<file path="src/rtl/rsa_pkg.sv">
// Shared types and constants for the RSA256 UART bridge: top-level and byte-phase
// state encodings, UART register map and block sizes.
package rsa_pkg;

    localparam logic [4:0] RX_BASE     = 5'h0;
    localparam logic [4:0] TX_BASE     = 5'h4;
    localparam logic [4:0] STATUS_BASE = 5'h8;
    localparam int         RX_OK_BIT   = 7;
    localparam int         TX_OK_BIT   = 6;

    localparam int BLOCK_BYTES = 32;
    localparam int OUT_BYTES   = 31;

    typedef enum logic [1:0] {
        S_GET_KEY,
        S_GET_DATA,
        S_CALC,
        S_SEND_DATA
    } top_state_t;

    typedef enum logic [2:0] {
        PH_IDLE,
        QRY_RX,
        RD_RX,
        QRY_TX,
        WR_TX
    } byte_phase_t;

endpackage

</file>
<file path="src/rtl/uart_byte_port.sv">
// Moves one byte at a time over the Avalon UART: polls status until the relevant OK
// bit is set, then reads RX data or writes TX data, and pulses o_done on completion.
module uart_byte_port
    import rsa_pkg::*;
(
    input  logic        i_clk,
    input  logic        i_rst_n,
    input  logic        i_req_rx,
    input  logic        i_req_tx,
    input  logic [7:0]  i_tx_byte,
    output logic        o_done,
    output logic [7:0]  o_rx_byte,
    output logic [4:0]  avm_address,
    output logic        avm_read,
    input  logic [31:0] avm_readdata,
    output logic        avm_write,
    output logic [31:0] avm_writedata,
    input  logic        avm_waitrequest
);

    byte_phase_t r_phase;
    byte_phase_t w_phase_next;
    logic        r_gap;
    logic        w_active;
    logic        w_xfer;
    logic        w_unused_rd;

    // r_gap forces the request low for one cycle after every completed transfer.
    always_ff @(posedge i_clk or negedge i_rst_n) begin
        if (!i_rst_n) begin
            r_phase <= PH_IDLE;
            r_gap   <= 1'b0;
        end else begin
            r_phase <= w_phase_next;
            r_gap   <= w_xfer;
        end
    end

    assign w_active = (r_phase != PH_IDLE) && !r_gap;
    assign w_xfer   = w_active && !avm_waitrequest;

    always_comb begin
        w_phase_next = r_phase;
        o_done       = 1'b0;
        case (r_phase)
            PH_IDLE: begin
                if (i_req_rx)      w_phase_next = QRY_RX;
                else if (i_req_tx) w_phase_next = QRY_TX;
            end
            QRY_RX: if (w_xfer && avm_readdata[RX_OK_BIT]) w_phase_next = RD_RX;
            RD_RX: begin
                if (w_xfer) begin
                    o_done       = 1'b1;
                    w_phase_next = PH_IDLE;
                end
            end
            QRY_TX: if (w_xfer && avm_readdata[TX_OK_BIT]) w_phase_next = WR_TX;
            WR_TX: begin
                if (w_xfer) begin
                    o_done       = 1'b1;
                    w_phase_next = PH_IDLE;
                end
            end
            default: w_phase_next = PH_IDLE;
        endcase
    end

    always_comb begin
        avm_address = STATUS_BASE;
        case (r_phase)
            RD_RX:   avm_address = RX_BASE;
            WR_TX:   avm_address = TX_BASE;
            default: avm_address = STATUS_BASE;
        endcase
        avm_read  = w_active && (r_phase != WR_TX);
        avm_write = w_active && (r_phase == WR_TX);
    end

    assign avm_writedata = {24'b0, i_tx_byte};
    assign o_rx_byte     = avm_readdata[7:0];
    assign w_unused_rd   = ^avm_readdata[31:8];

endmodule

</file>
<file path="src/rtl/rsa_uart_bridge.sv">
// Avalon-MM master feeding the RSA256 core from the UART: loads key (n, d) once,
// then repeatedly receives a ciphertext block, runs the core and sends back 31 bytes.
module rsa_uart_bridge
    import rsa_pkg::*;
(
    input  logic         i_clk,
    input  logic         i_rst_n,
    output logic [4:0]   avm_address,
    output logic         avm_read,
    input  logic [31:0]  avm_readdata,
    output logic         avm_write,
    output logic [31:0]  avm_writedata,
    input  logic         avm_waitrequest,
    output logic         o_core_start,
    output logic [255:0] o_core_a,
    output logic [255:0] o_core_d,
    output logic [255:0] o_core_n,
    input  logic [255:0] i_core_result,
    input  logic         i_core_finished
);

    localparam logic [6:0] KEY_LAST  = 7'(2 * BLOCK_BYTES - 1);
    localparam logic [6:0] DATA_LAST = 7'(BLOCK_BYTES - 1);
    localparam logic [6:0] SEND_LAST = 7'(OUT_BYTES - 1);
    localparam logic [6:0] N_BYTES   = 7'(BLOCK_BYTES);

    top_state_t   r_state;
    top_state_t   w_state_next;
    logic [6:0]   r_cnt;
    logic [255:0] r_n;
    logic [255:0] r_d;
    logic [255:0] r_a;
    logic [255:0] r_tx;
    logic         r_start;
    logic         w_done;
    logic [7:0]   w_rx_byte;
    logic         w_req_rx;
    logic         w_req_tx;

    assign w_req_rx = (r_state == S_GET_KEY) || (r_state == S_GET_DATA);
    assign w_req_tx = (r_state == S_SEND_DATA);

    uart_byte_port u_port (
        .i_clk           (i_clk),
        .i_rst_n         (i_rst_n),
        .i_req_rx        (w_req_rx),
        .i_req_tx        (w_req_tx),
        .i_tx_byte       (r_tx[247:240]),
        .o_done          (w_done),
        .o_rx_byte       (w_rx_byte),
        .avm_address     (avm_address),
        .avm_read        (avm_read),
        .avm_readdata    (avm_readdata),
        .avm_write       (avm_write),
        .avm_writedata   (avm_writedata),
        .avm_waitrequest (avm_waitrequest)
    );

    always_ff @(posedge i_clk or negedge i_rst_n) begin
        if (!i_rst_n) r_state <= S_GET_KEY;
        else          r_state <= w_state_next;
    end

    always_comb begin
        w_state_next = r_state;
        case (r_state)
            S_GET_KEY:   if (w_done && r_cnt == KEY_LAST)  w_state_next = S_GET_DATA;
            S_GET_DATA:  if (w_done && r_cnt == DATA_LAST) w_state_next = S_CALC;
            S_CALC:      if (i_core_finished)              w_state_next = S_SEND_DATA;
            S_SEND_DATA: if (w_done && r_cnt == SEND_LAST) w_state_next = S_GET_DATA;
            default:     w_state_next = S_GET_KEY;
        endcase
    end

    // Byte counter restarts on every top-state change; key bytes 0-31 fill n, 32-63 fill d.
    always_ff @(posedge i_clk or negedge i_rst_n) begin
        if (!i_rst_n) begin
            r_cnt   <= 7'd0;
            r_n     <= '0;
            r_d     <= '0;
            r_a     <= '0;
            r_tx    <= '0;
            r_start <= 1'b0;
        end else begin
            r_start <= (r_state == S_GET_DATA) && (w_state_next == S_CALC);
            if (w_state_next != r_state) r_cnt <= 7'd0;
            else if (w_done)             r_cnt <= r_cnt + 7'd1;
            case (r_state)
                S_GET_KEY: begin
                    if (w_done) begin
                        if (r_cnt < N_BYTES) r_n <= {r_n[247:0], w_rx_byte};
                        else                 r_d <= {r_d[247:0], w_rx_byte};
                    end
                end
                S_GET_DATA:  if (w_done) r_a <= {r_a[247:0], w_rx_byte};
                S_CALC:      if (i_core_finished) r_tx <= i_core_result;
                S_SEND_DATA: if (w_done) r_tx <= r_tx << 8;
                default: ;
            endcase
        end
    end

    assign o_core_start = r_start;
    assign o_core_a     = r_a;
    assign o_core_d     = r_d;
    assign o_core_n     = r_n;

endmodule
</file>
<file path="config.mk">
export PLATFORM = sky130hd
export DESIGN_NAME = rsa_uart_bridge
export DESIGN_NICKNAME = d
export VERILOG_FILES = /design/src/rtl/rsa_pkg.sv /design/src/rtl/uart_byte_port.sv /design/src/rtl/rsa_uart_bridge.sv
export SDC_FILE = /design/constraint.sdc
export NUM_CORES = 1
export LEC_CHECK = 0
export CORE_AREA = 2 2 426 428
export CTS_CLUSTER_DIAMETER = 100
export CTS_CLUSTER_SIZE = 28
export DETAILED_ROUTE_END_ITERATION = 7
export DIE_AREA = 0 0 428 430
export PLACE_DENSITY = 0.55
export RECOVER_POWER = 50
export SETUP_SLACK_MARGIN = 0.4
export SLEW_MARGIN = 20
export SYNTH_ARGS = -nofsm -noshare
export SYNTH_HDL_FRONTEND = slang
export SYNTH_SLANG_ARGS = --single-unit
</file>
<file path="constraint.sdc">
create_clock -name i_clk -period 1.98 [get_ports i_clk]
set_clock_uncertainty 0.1 [all_clocks]
set_input_delay 0.198 -clock i_clk [delete_from_list [all_inputs] [get_ports i_clk]]
set_output_delay 0.198 -clock i_clk [all_outputs]
set_load 0.02 [all_outputs]
</file>
==> metrics.yaml, run 1 <==
run_status:
  status: "finished, violations left"
  failed_checks: "max-capacitance violations, max-slew violations, negative setup slack"
routing:
  vias_per_cell: 4.31
  route.detailed.drc: 0
  dr_wl_met3_mm: 6.83
  firstDrtPassIters: 5
  drt-met1-wl_mm: 63.3
  drt-wirelength-per-cell_um: 23.4
  wl_met2_mm: 79.3
  drt_iter0_drc: 1500
  drt-total-wl_mm: 155
  ant_nets: 0
  vias: 28600
  dr.max_layer_used: "met5"
synthesis:
  synth_area_um2: 41000
  yosysSeqAreaShare: 0.629
  async_reset_ff_frac: 1.00
  syn_inst: 2840
  yosysWarnings: 0
  synth_area_leaders: "dfrtp_1 63%, mux2_2 21%, a21oi_1 5.9%, mux2i_1 5.9%, buf_2 1.3%"
  yosysTopAreaCell: "dfrtp_1"
  synth_top_cell_area_share: 0.629
  ys_ff_latch: 1030
  postSynthAreaPerCell_um2: 14.4
  synth_edf_count: 0
  ys.flop_type: "dfrtp_1"
  synth_cell_type_count: 40
worst_setup_path:
  startpoint_type: "flop"
  worst_setup_path_end_kind: "flop"
  critical_path.max_stage_delay_ns: 0.39
  path_max_fanout: 7
  worstPathRequired_ns: 2.44
  path_class: "reg -> reg"
  path_cells: "or2_4 -> nor3_4 -> buf_4 -> nand3b_1 -> buf_6 -> buf_16 -> buf_12 -> clkbuf_16 -> mux2_2"
  cp.arrival_ns: 2.66
  crit_slowest_cell: "dfrtp_1"
placed_design:
  io_buffers: 1040
  dpl.hpwl_mm: 116
  place_ws_ns: -0.552
  gp_congestion: 0.831
  placed_area_um2: 55700
global_route:
  first_global_vias: 29400
  grt_max_degree: 128
  track_usage: 0.161
  antenna_found_initial: 13
  grt_pass1_wl_mm: 218
  grt_overflow: 0
floorplan:
  dieArea_um2: 184000
  rows: 156
  initial_core_util: 0.228
  die_w_um: 428
  die_y_um: 430
  core_area_um2: 180000
  ios: 1100
finish:
  final_core_utilization: 0.339
  area_delta_synth_final_pct: 48.8
  fill_cells: 17900
  num-nets-final: 4519
  final_area_um2: 60900
  layout-drive-gt1-share: 0.333
power_and_ir_drop:
  power_leakage_nw: 28.4
  power.density_nw_per_um2: 676
  power_mw: 41.2
  ir_worst_vdd_mv: 0.661
clock_network:
  cts.path.max_buffers: 3
  cts_htree_levels: 2
  root_buffer: "clkbuf_16"
  clock_sink_count: 1030
  numCtsBuffers: 52
  clock_latency_ns: 0.72
  cts_tree: "built"
  clk_pin_slew_worst_paths_ns: 0.11
sta:
  max_freq_mhz: 455
  period_share: 1.11
  min_period_ns: 2.20
  grt_setup_unrepaired: "yes"
  maxSlewHeadroom: -0.221
  tightest_slew_ns: 1.83
  setup_viol: 1264
  finalMaxSlewViolations: 9
  hold_viol_final: 0
  fin_ws_ns: -0.219
run:
  maxCapViolations: 1
worst_hold_path:
  hold_class: "in -> reg"
==> power by group <==
group          switching [mW]  total, mW  internal [mW]
logic                    2.99       5.81           2.82
clock network            7.96       13.3           5.37
registers               0.617       22.1           21.4
==> routing by layer <==
layer  GRT usage  vias up
li1            -    12800
met5           0        -
met4      0.0584        2
met1       0.197    14900
met3      0.0291      175
met2       0.282      678
==> kinds of logic (layout without fill, tap and decap cells) <==
logic type | count (synthesis) | count (layout) | synth area share
other cells | 1 | 37 | 0.0000916
flops | 1030 | 1030 | 0.629
xor+xnor | 7 | 7 | 0.00168
simple gates | 53 | 53 | 0.00700
mux | 1008 | 1008 | 0.270
compound gates | 502 | 502 | 0.0628
fa+ha+maj | 2 | 2 | 0.000611
buf+inv | 237 | 1618 | 0.0286
==> synthesized netlist by cell type, drive strengths merged, types with 3 or more instances <==
cell	number
nand2b	4
mux2i	240
and2	3
a21oi	483
nor2b	3
o21ai	4
nor2	16
buf	146
xnor2	3
xor2	4
dfrtp	1030
clkbuf	87
mux2	768
nor3	4
nand4	4
a22o	8
inv	4
nand2	9
==> through the flow <==
step / hold slack, ns / setup TNS [ns] / cells
6_report: 0.0789 / -115.54 / 6627
4_1_cts: 0.000804 / -192.41 / 6596
2_1_floorplan: -0.198 / 0 / 2866
3_3_place_gp: 0.0278 / -464.55 / 6236
5_1_grt: 0.0399 / -291.16 / 6624
3_5_place_dp: 0.0292 / -448.71 / 6236
==> layout by cell type (no fill, tap or decap), types with 10 or more instances in the layout <==
master / instances
clkbuf_16: 64
buf_12: 74
clkdlybuf4s50_1: 857
dfrtp_2: 35
nor2_1: 13
mux2i_1: 240
buf_16: 15
diode_2: 10
conb_1: 27
buf_4: 236
mux2_2: 768
dlygate4sd3_1: 152
dlygate4sd2_1: 13
dfrtp_1: 993
a21oi_1: 483
buf_6: 158
==> critical path: cells and delay by family, from the launching register on <==
family                 cells  cell delay [ns]
buffers and inverters      5             0.76
AND/OR/NAND/NOR            3             0.55
flip-flops                 1             0.39
multiplexers               1             0.26
==> final cells by class <==
class / instances / area [um^2] / area share
flip-flops and latches: 1030 / 25800 / 0.424
repair buffers: 1538 / 16200 / 0.266
multi-input cells: 1599 / 14200 / 0.233
well taps: 2370 / 2970 / 0.0487
clock buffers: 53 / 1330 / 0.0218
clock inverters: 23 / 387 / 0.00634
diodes: 10 / 25.0 / 0.000411
inverters: 4 / 15.0 / 0.000246
==> final timing paths <==
| check | slack [ns] | start | endpoint | cells past startpoint |
|---|---|---|---|---|
| setup / recovery | -0.22 | u_port.r_gap$_DFF_PN0_ | o_core_d[218]$_DFFE_PN0P_ | 9 |
| hold / removal | 0.08 | i_core_result[206] | r_tx[206]$_DFFE_PN0P_ | 3 |
| setup reg to reg | -0.22 | u_port.r_gap$_DFF_PN0_ | o_core_d[218]$_DFFE_PN0P_ | 9 |
| hold reg to reg | 0.40 | o_core_d[224]$_DFFE_PN0P_ | o_core_d[232]$_DFFE_PN0P_ | 1 |
| max in group asynchronous | 0 | i_rst_n | o_core_a[208]$_DFFE_PN0P_ | 4 |
| min in group asynchronous | 1.18 | i_rst_n | o_core_n[36]$_DFFE_PN0P_ | 3 |
==> state kept, by name, summed over array words and instances, names as in the netlist <==
name,count
u_port.r_phase,3
r_state,2
o_core_d,256
r_tx,248
o_core_n,256
o_core_a,256
u_port.r_gap,1
o_core_start,1
r_cnt,7
==> repair_timing <==
item / 4_1_cts / 5_1_grt
gates resized for setup: 1082 / 39
pin swaps: 6 / 7
hold buffers: 153 / 0
setup buffers: 122 / 7
hold endpoints to repair: 1181 / 0
endpoints found under the setup margin: 1807 / 1807
gates cloned: 9 / 14
No activity file was read; power rests on OpenSTA's default activity.
==> inputs of run 2 (changes only) <==
TNS_END_PERCENT = 1   (was default)
==> metrics.yaml, run 2 (synthesis results as in run 1) <==
global_route:
  grt_pass1_wl_mm: 207
  antenna_found_initial: 10
  grt_max_degree: 95
  track_usage: 0.152
  grt_overflow: 0
  first_global_vias: 28400
floorplan:
  die_w_um: 428
  core_area_um2: 180000
  dieArea_um2: 184000
  initial_core_util: 0.228
  die_y_um: 430
  rows: 156
  ios: 1100
worst_setup_path:
  r2r_setup_slack_ns: -0.12
  cp.arrival_ns: 2.59
  path_max_fanout: 12
  worst_setup_path_end_kind: "flop"
  cp_num_cells: 7
  path_cells: "or2_4 -> nor3_4 -> nand3b_1 -> buf_6 -> buf_16 -> clkbuf_16 -> mux2_2"
  r2r_end: "o_core_d[97]$_DFFE_PN0P_"
  cp_top_family: "simple AND/OR/NAND/NOR gates"
  startpoint_type: "flop"
  setup.worst_path.end: "o_core_d[97]$_DFFE_PN0P_"
  worst_r2r_path_depth: 7
  crit_slowest_cell: "dfrtp_1"
  crit_start: "u_port.r_gap$_DFF_PN0_"
  critical_path.max_stage_delay_ns: 0.39
  worstPathRequired_ns: 2.47
  worst-path-buf-inv: 3
  reg2reg_from: "u_port.r_gap$_DFF_PN0_"
  path_class: "reg -> reg"
finish:
  layout-drive-gt1-share: 0.324
  num-nets-final: 4344
  area_delta_synth_final_pct: 42.7
  layout_common_cells: "1016 x dfrtp_1, 768 x mux2_2, 552 x clkdlybuf4s50_1"
  final_common_cell: "dfrtp_1"
routing:
  ant_nets: 0
  vias: 27800
  drt_iter0_drc: 1514
  firstDrtPassIters: 5
  vias_per_cell: 4.32
  route.detailed.drc: 0
  drt-wirelength-per-cell_um: 22.9
  drt-total-wl_mm: 148
clock_network:
  numCtsBuffers: 48
  clock_latency_ns: 0.68
  clock_sink_count: 1030
  cts_tree: "built"
  root_buffer: "clkbuf_16"
  clk_pin_slew_worst_paths_ns: 0.11
  cts.path.max_buffers: 3
  cts_htree_levels: 2
sta:
  fin_ws_ns: -0.124
  grt_setup_unrepaired: "yes"
  holdWs_ns: 0.0632
  setup_viol: 801
  tightest_slew_ns: 1.36
  setup_tns_ns: -43.46
  maxSlewHeadroom: 0.0906
  max_freq_mhz: 475
  min_period_ns: 2.10
  finalMaxSlewViolations: 0
  hold_viol_final: 0
  period_share: 1.06
run_status:
  status: "finished, violations left"
  failed_checks: "negative setup slack"
placed_design:
  gp_congestion: 0.847
  io_buffers: 1040
  dpl.hpwl_mm: 112
power_and_ir_drop:
  power.density_nw_per_um2: 675
  power_leakage_nw: 28.5
  ir_worst_vdd_mv: 0.723
worst_hold_path:
  hold_class: "in -> reg"
  hp-start: "i_core_result[63]"
run:
  maxCapViolations: 0
-- run 2: changes by cell type in the layout (fill, tap and decap cells not counted), sizes merged --
cell	before	now
dlygate4sd3	152	108
clkdlybuf4s50	857	552
bufbuf	1	0
clkbuf	74	98
clkinvlp	1	0
clkinv	7	6
buf	491	404
dlygate4sd2	13	256
diode	10	8
inv	18	12
clkdlybuf4s15	3	2
-- run 2: worst min path at each step --
stage | to | depth (start not counted)
5_1_grt | r_tx[117]$_DFFE_PN0P_ | 3
3_5_place_dp | o_core_a[173]$_DFFE_PN0P_ | 1
2_1_floorplan | o_core_a[0]$_DFFE_PN0P_ | 0
6_report | r_tx[63]$_DFFE_PN0P_ | 3
3_3_place_gp | o_core_a[173]$_DFFE_PN0P_ | 1
4_1_cts | r_tx[175]$_DFFE_PN0P_ | 3
-- run 2: what timing repair did --
| action | in CTS | in global routing |
|---|---|---|
| endpoints found under the setup margin | 1806 | 1820 |
| pin swaps | 3 | 9 |
| gates cloned | 0 | 17 |
| hold buffers | 108 | 0 |
| buffers inserted | 18 | 3 |
| gates resized for setup | 1054 | 527 |
| endpoints found under the hold margin | 865 | 0 |
-- run 2: layer usage --
layer	part of all wire	wire length [um]	up-vias	GRT usage
li1	-	-	12500	-
met1	0.39	58100	14600	0.177
met2	0.53	78400	656	0.276
met3	0.047	6920	122	0.0323
met4	0.029	4280	4	0.0466
met5	0.00020	29	-	0
-- run 2: area by class of cell --
class	instances	area, um^2
Timing Repair Buffer	1367	13800
Sequential cell	1030	25800
Clock inverter	15	255
Inverter	4	15.0
Clock buffer	53	1260
Antenna cell	8	20.0
Tap cell	2370	2970
Fill cell	18200	121000
Multi-Input combinational cell	1599	14300
-- run 2: tightest hold or removal path, cell delays in order --
cell and delay (ns):
clkdlybuf4s50_1 0.40, mux2i_1 0.13, a21oi_1 0.08
-- run 2: report_power, final --
group	switching [mW]	leakage, nW	total, mW	internal (mW)
registers	0.495	14.3	21.9	21.4
clock network	7.49	0.734	12.4	4.94
logic	2.86	13.5	5.11	2.25
total	10.8	28.5	39.5	28.6
-- run 2: through the flow --
step | instance area, um^2 | total power [mW] | instances | utilization | setup slack (ns)
2_1_floorplan | 41200 | 23.9 | 2866 | - | 0.0559
3_5_place_dp | 55400 | 27.3 | 6224 | 0.308 | -0.516
4_1_cts | 58000 | 40.3 | 6418 | 0.323 | -0.162
3_3_place_gp | 55400 | 27.2 | 6224 | 0.308 | -0.503
5_1_grt | 58400 | 41.2 | 6442 | 0.325 | -0.190
6_report | 58400 | 39.5 | 6446 | 0.325 | -0.124
==> inputs of run 3 (changes only) <==
CORE_AREA = 2 2 430 432   (was 2 2 426 428)
DIE_AREA = 0 0 432 434   (was 0 0 428 430)
MAX_ROUTING_LAYER = met4   (was default)
PLACE_DENSITY = 0.53   (was 0.55)
SYNTH_HIERARCHICAL = 1   (was default)
clock period = 2.2 ns   (was 1.98 ns; I/O delays follow)
==> metrics.yaml, run 3 <==
worst_setup_path:
  worst_r2r_path_depth: 11
  r2r_setup_slack_ns: -0.31
  path_cells: "nor2b_1 -> buf_4 -> o21ai_4 -> nor3_2 -> nor3b_4 -> nor2b_4 -> buf_12 -> clkbuf_16 -> buf_16 -> clkbuf_16 -> mux2_4"
  path_class: "reg -> reg"
  worst_setup_path_end_kind: "flop"
  crit_slowest_cell: "dfrtp_1"
  r2r_end: "o_core_d[249]$_DFFE_PN0P_"
  path_max_fanout: 8
  cp.arrival_ns: 3.00
  crit_start: "u_port/r_phase[1]$_DFFE_PN0P_"
  reg2reg_from: "u_port/r_phase[1]$_DFFE_PN0P_"
  crit_top_cell: "clkbuf_16"
  critical_path.max_stage_delay_ns: 0.43
  startpoint_type: "flop"
  worstPathRequired_ns: 2.68
worst_hold_path:
  hold-path-endpoint: "r_tx[48]$_DFFE_PN0P_"
  hold_class: "in -> reg"
  hp-start: "i_core_result[48]"
  min_delay_path_depth: 3
power_and_ir_drop:
  swShare: 0.267
  ir_worst_vdd_mv: 0.535
  power.switching_mw: 9.37
  power_frac_comb: 0.124
  clkPwrFrac: 0.312
  power_leakage_nw: 26.2
  power.density_nw_per_um2: 603
  p_seq_frac: 0.564
  internal_power_mw: 25.8
global_route:
  grt_max_degree: 90
  track_usage: 0.150
  first_global_vias: 27500
  antenna_found_initial: 22
  grt_pass1_wl_mm: 201
  grt_overflow: 0
run_status:
  status: "finished, violations left"
  failed_checks: "negative setup slack"
floorplan:
  ios: 1100
  rows: 157
  core_area_um2: 182000
  initial_core_util: 0.227
  die_y_um: 434
  dieArea_um2: 187000
  die_w_um: 432
synthesis:
  synth_edf_count: 0
  ys_ff_latch: 1030
  yosysTopAreaCell: "dfrtp_1"
  yosysWarnings: 6
  synth_area_leaders: "dfrtp_1 62%, mux2_2 18%, mux2i_1 5.8%, nand2_1 2.4%, o21ai_0 2.3%"
  ys.flop_type: "dfrtp_1"
  syn_inst: 2826
  postSynthAreaPerCell_um2: 14.6
  async_reset_ff_frac: 1.00
  synth_area_um2: 41400
  yosysSeqAreaShare: 0.623
  synth_top_cell_area_share: 0.623
  yosys.cell_count.top_type: "dfrtp_1"
  synth_common_cells: "1030 x dfrtp_1, 675 x mux2_2, 260 x nand2_1"
  synth_cell_type_count: 47
finish:
  fill_cells: 18400
  area_delta_synth_final_pct: 40.9
  final_common_cell: "dfrtp_1"
  layout_common_cells: "1027 x dfrtp_1, 998 x clkdlybuf4s50_1, 557 x mux2_2"
  final_area_um2: 58300
  final_core_utilization: 0.319
  num-nets-final: 4266
  layout-drive-gt1-share: 0.268
sta:
  holdWs_ns: 0.0584
  hold_viol_final: 0
  period_share: 1.14
  maxSlewHeadroom: 0.0531
  finalMaxSlewViolations: 0
  min_period_ns: 2.51
  setup_tns_ns: -115.91
  max_freq_mhz: 398
  tightest_slew_ns: 1.42
  grt_setup_unrepaired: "yes"
  fin_ws_ns: -0.315
  setup_viol: 991
clock_network:
  clk_pin_slew_worst_paths_ns: 0.11
  cts_htree_levels: 2
  clock_sink_count: 1030
  root_buffer: "clkbuf_16"
  cts_tree: "built"
  cts.path.max_buffers: 3
  clock_latency_ns: 0.69
  numCtsBuffers: 47
routing:
  drt-total-wl_mm: 146
  firstDrtPassIters: 4
  route.detailed.drc: 0
  drt-wirelength-per-cell_um: 22.8
  ant_nets: 0
  vias_per_cell: 4.15
  drt_iter0_drc: 1385
  vias: 26500
placed_design:
  placed_area_um2: 55100
  gp_congestion: 0.846
  io_buffers: 1040
  dpl.hpwl_mm: 111
  place_ws_ns: -0.311
run:
  maxCapViolations: 0
[run 3: changes by cell type after synthesis, moves of 4 or more]
cell      previous run  this run
mux2_4               0        40
mux2_1               0        53
buf_8                0        10
buf_2              107        37
o21ai_0              4       186
clkbuf_1            87        22
nand2_1              9       260
a22o_1               8         0
o21ai_1              0        65
mux2_2             768       675
a21oi_1            483         1
buf_4               37        79
buf_6                1        59
nand2b_1             4         0
[run 3: area by class of cell]
class | count | area, um^2 | area share
antenna | 21 | 52.6 | 0.000902
clock buffer | 53 | 1250 | 0.0214
clock inverter | 13 | 203 | 0.00348
inverter | 5 | 31.3 | 0.000537
multi-input combinational | 1606 | 14600 | 0.250
sequential | 1030 | 25800 | 0.442
tap | 2385 | 2980 | 0.0512
timing repair buffer | 1282 | 13400 | 0.230
[run 3: logic make-up (layout without fill, tap and decap cells)]
kind of cell | Yosys count | count (layout) | synth area share
flip-flops | 1030 | 1030 | 0.623
multiplexers | 1009 | 1009 | 0.271
AND/OR/NAND/NOR | 298 | 298 | 0.0287
AO/OA/AOI/OAI | 263 | 263 | 0.0329
buffers and inverters | 216 | 1353 | 0.0418
XOR/XNOR | 7 | 7 | 0.00148
adder cells (fa/ha/maj) | 2 | 2 | 0.000605
other | 1 | 48 | 0.0000907
[run 3: what timing repair did]
item                                    in CTS  in global routing
gates cloned                                 0                 23
setup buffers                                4                  8
hold buffers                                41                  0
endpoints found under the hold margin      245                  0
endpoints found under the setup margin    1803               1857
pin swaps                                    3                  3
resized for setup                          160                186
[run 3: worst max-delay path, delay by kind of cell, from the launching register on]
family	cells	cell delay, ns
compound gates	1	0.05
buf+inv	5	0.79
flops	1	0.43
mux	1	0.30
simple gates	4	0.71
[run 3: per-stage QoR]
step           instances  total power, mW
6_report            6395             35.2
5_1_grt             6390             36.7
4_1_cts             6343             35.8
3_5_place_dp        6232             24.6
3_3_place_gp        6232             24.5
2_1_floorplan       2852             21.8
[run 3: worst max path at each step]
stage,slack (ns),to
after global routing,-0.43,o_core_d[27]$_DFFE_PN0P_
after CTS,-0.34,o_core_d[228]$_DFFE_PN0P_
after detailed placement,-0.31,o_core_d[90]$_DFFE_PN0P_
after floorplan,-0.06,o_core_d[215]$_DFFE_PN0P_
final,-0.31,o_core_d[249]$_DFFE_PN0P_
after global placement,-0.37,o_core_d[103]$_DFFE_PN0P_
[run 3: power by group through the flow]
stage | registers, mW | clock network [mW] | logic (mW)
floorplan | 20.5 | 0 | 1.27
global placement | 20.2 | 0 | 4.35
detailed placement | 20.2 | 0 | 4.35
CTS | 19.8 | 11.5 | 4.48
global route | 19.9 | 12.1 | 4.68
finish | 19.8 | 11.0 | 4.37
[run 3: routing by layer]
layer  part of all wire  routed length [um]  GRT usage
met1               0.41               59600      0.181
met2               0.51               74400      0.255
met3              0.050                7290     0.0286
met4              0.030                4320     0.0460
met5                  0                   0          -
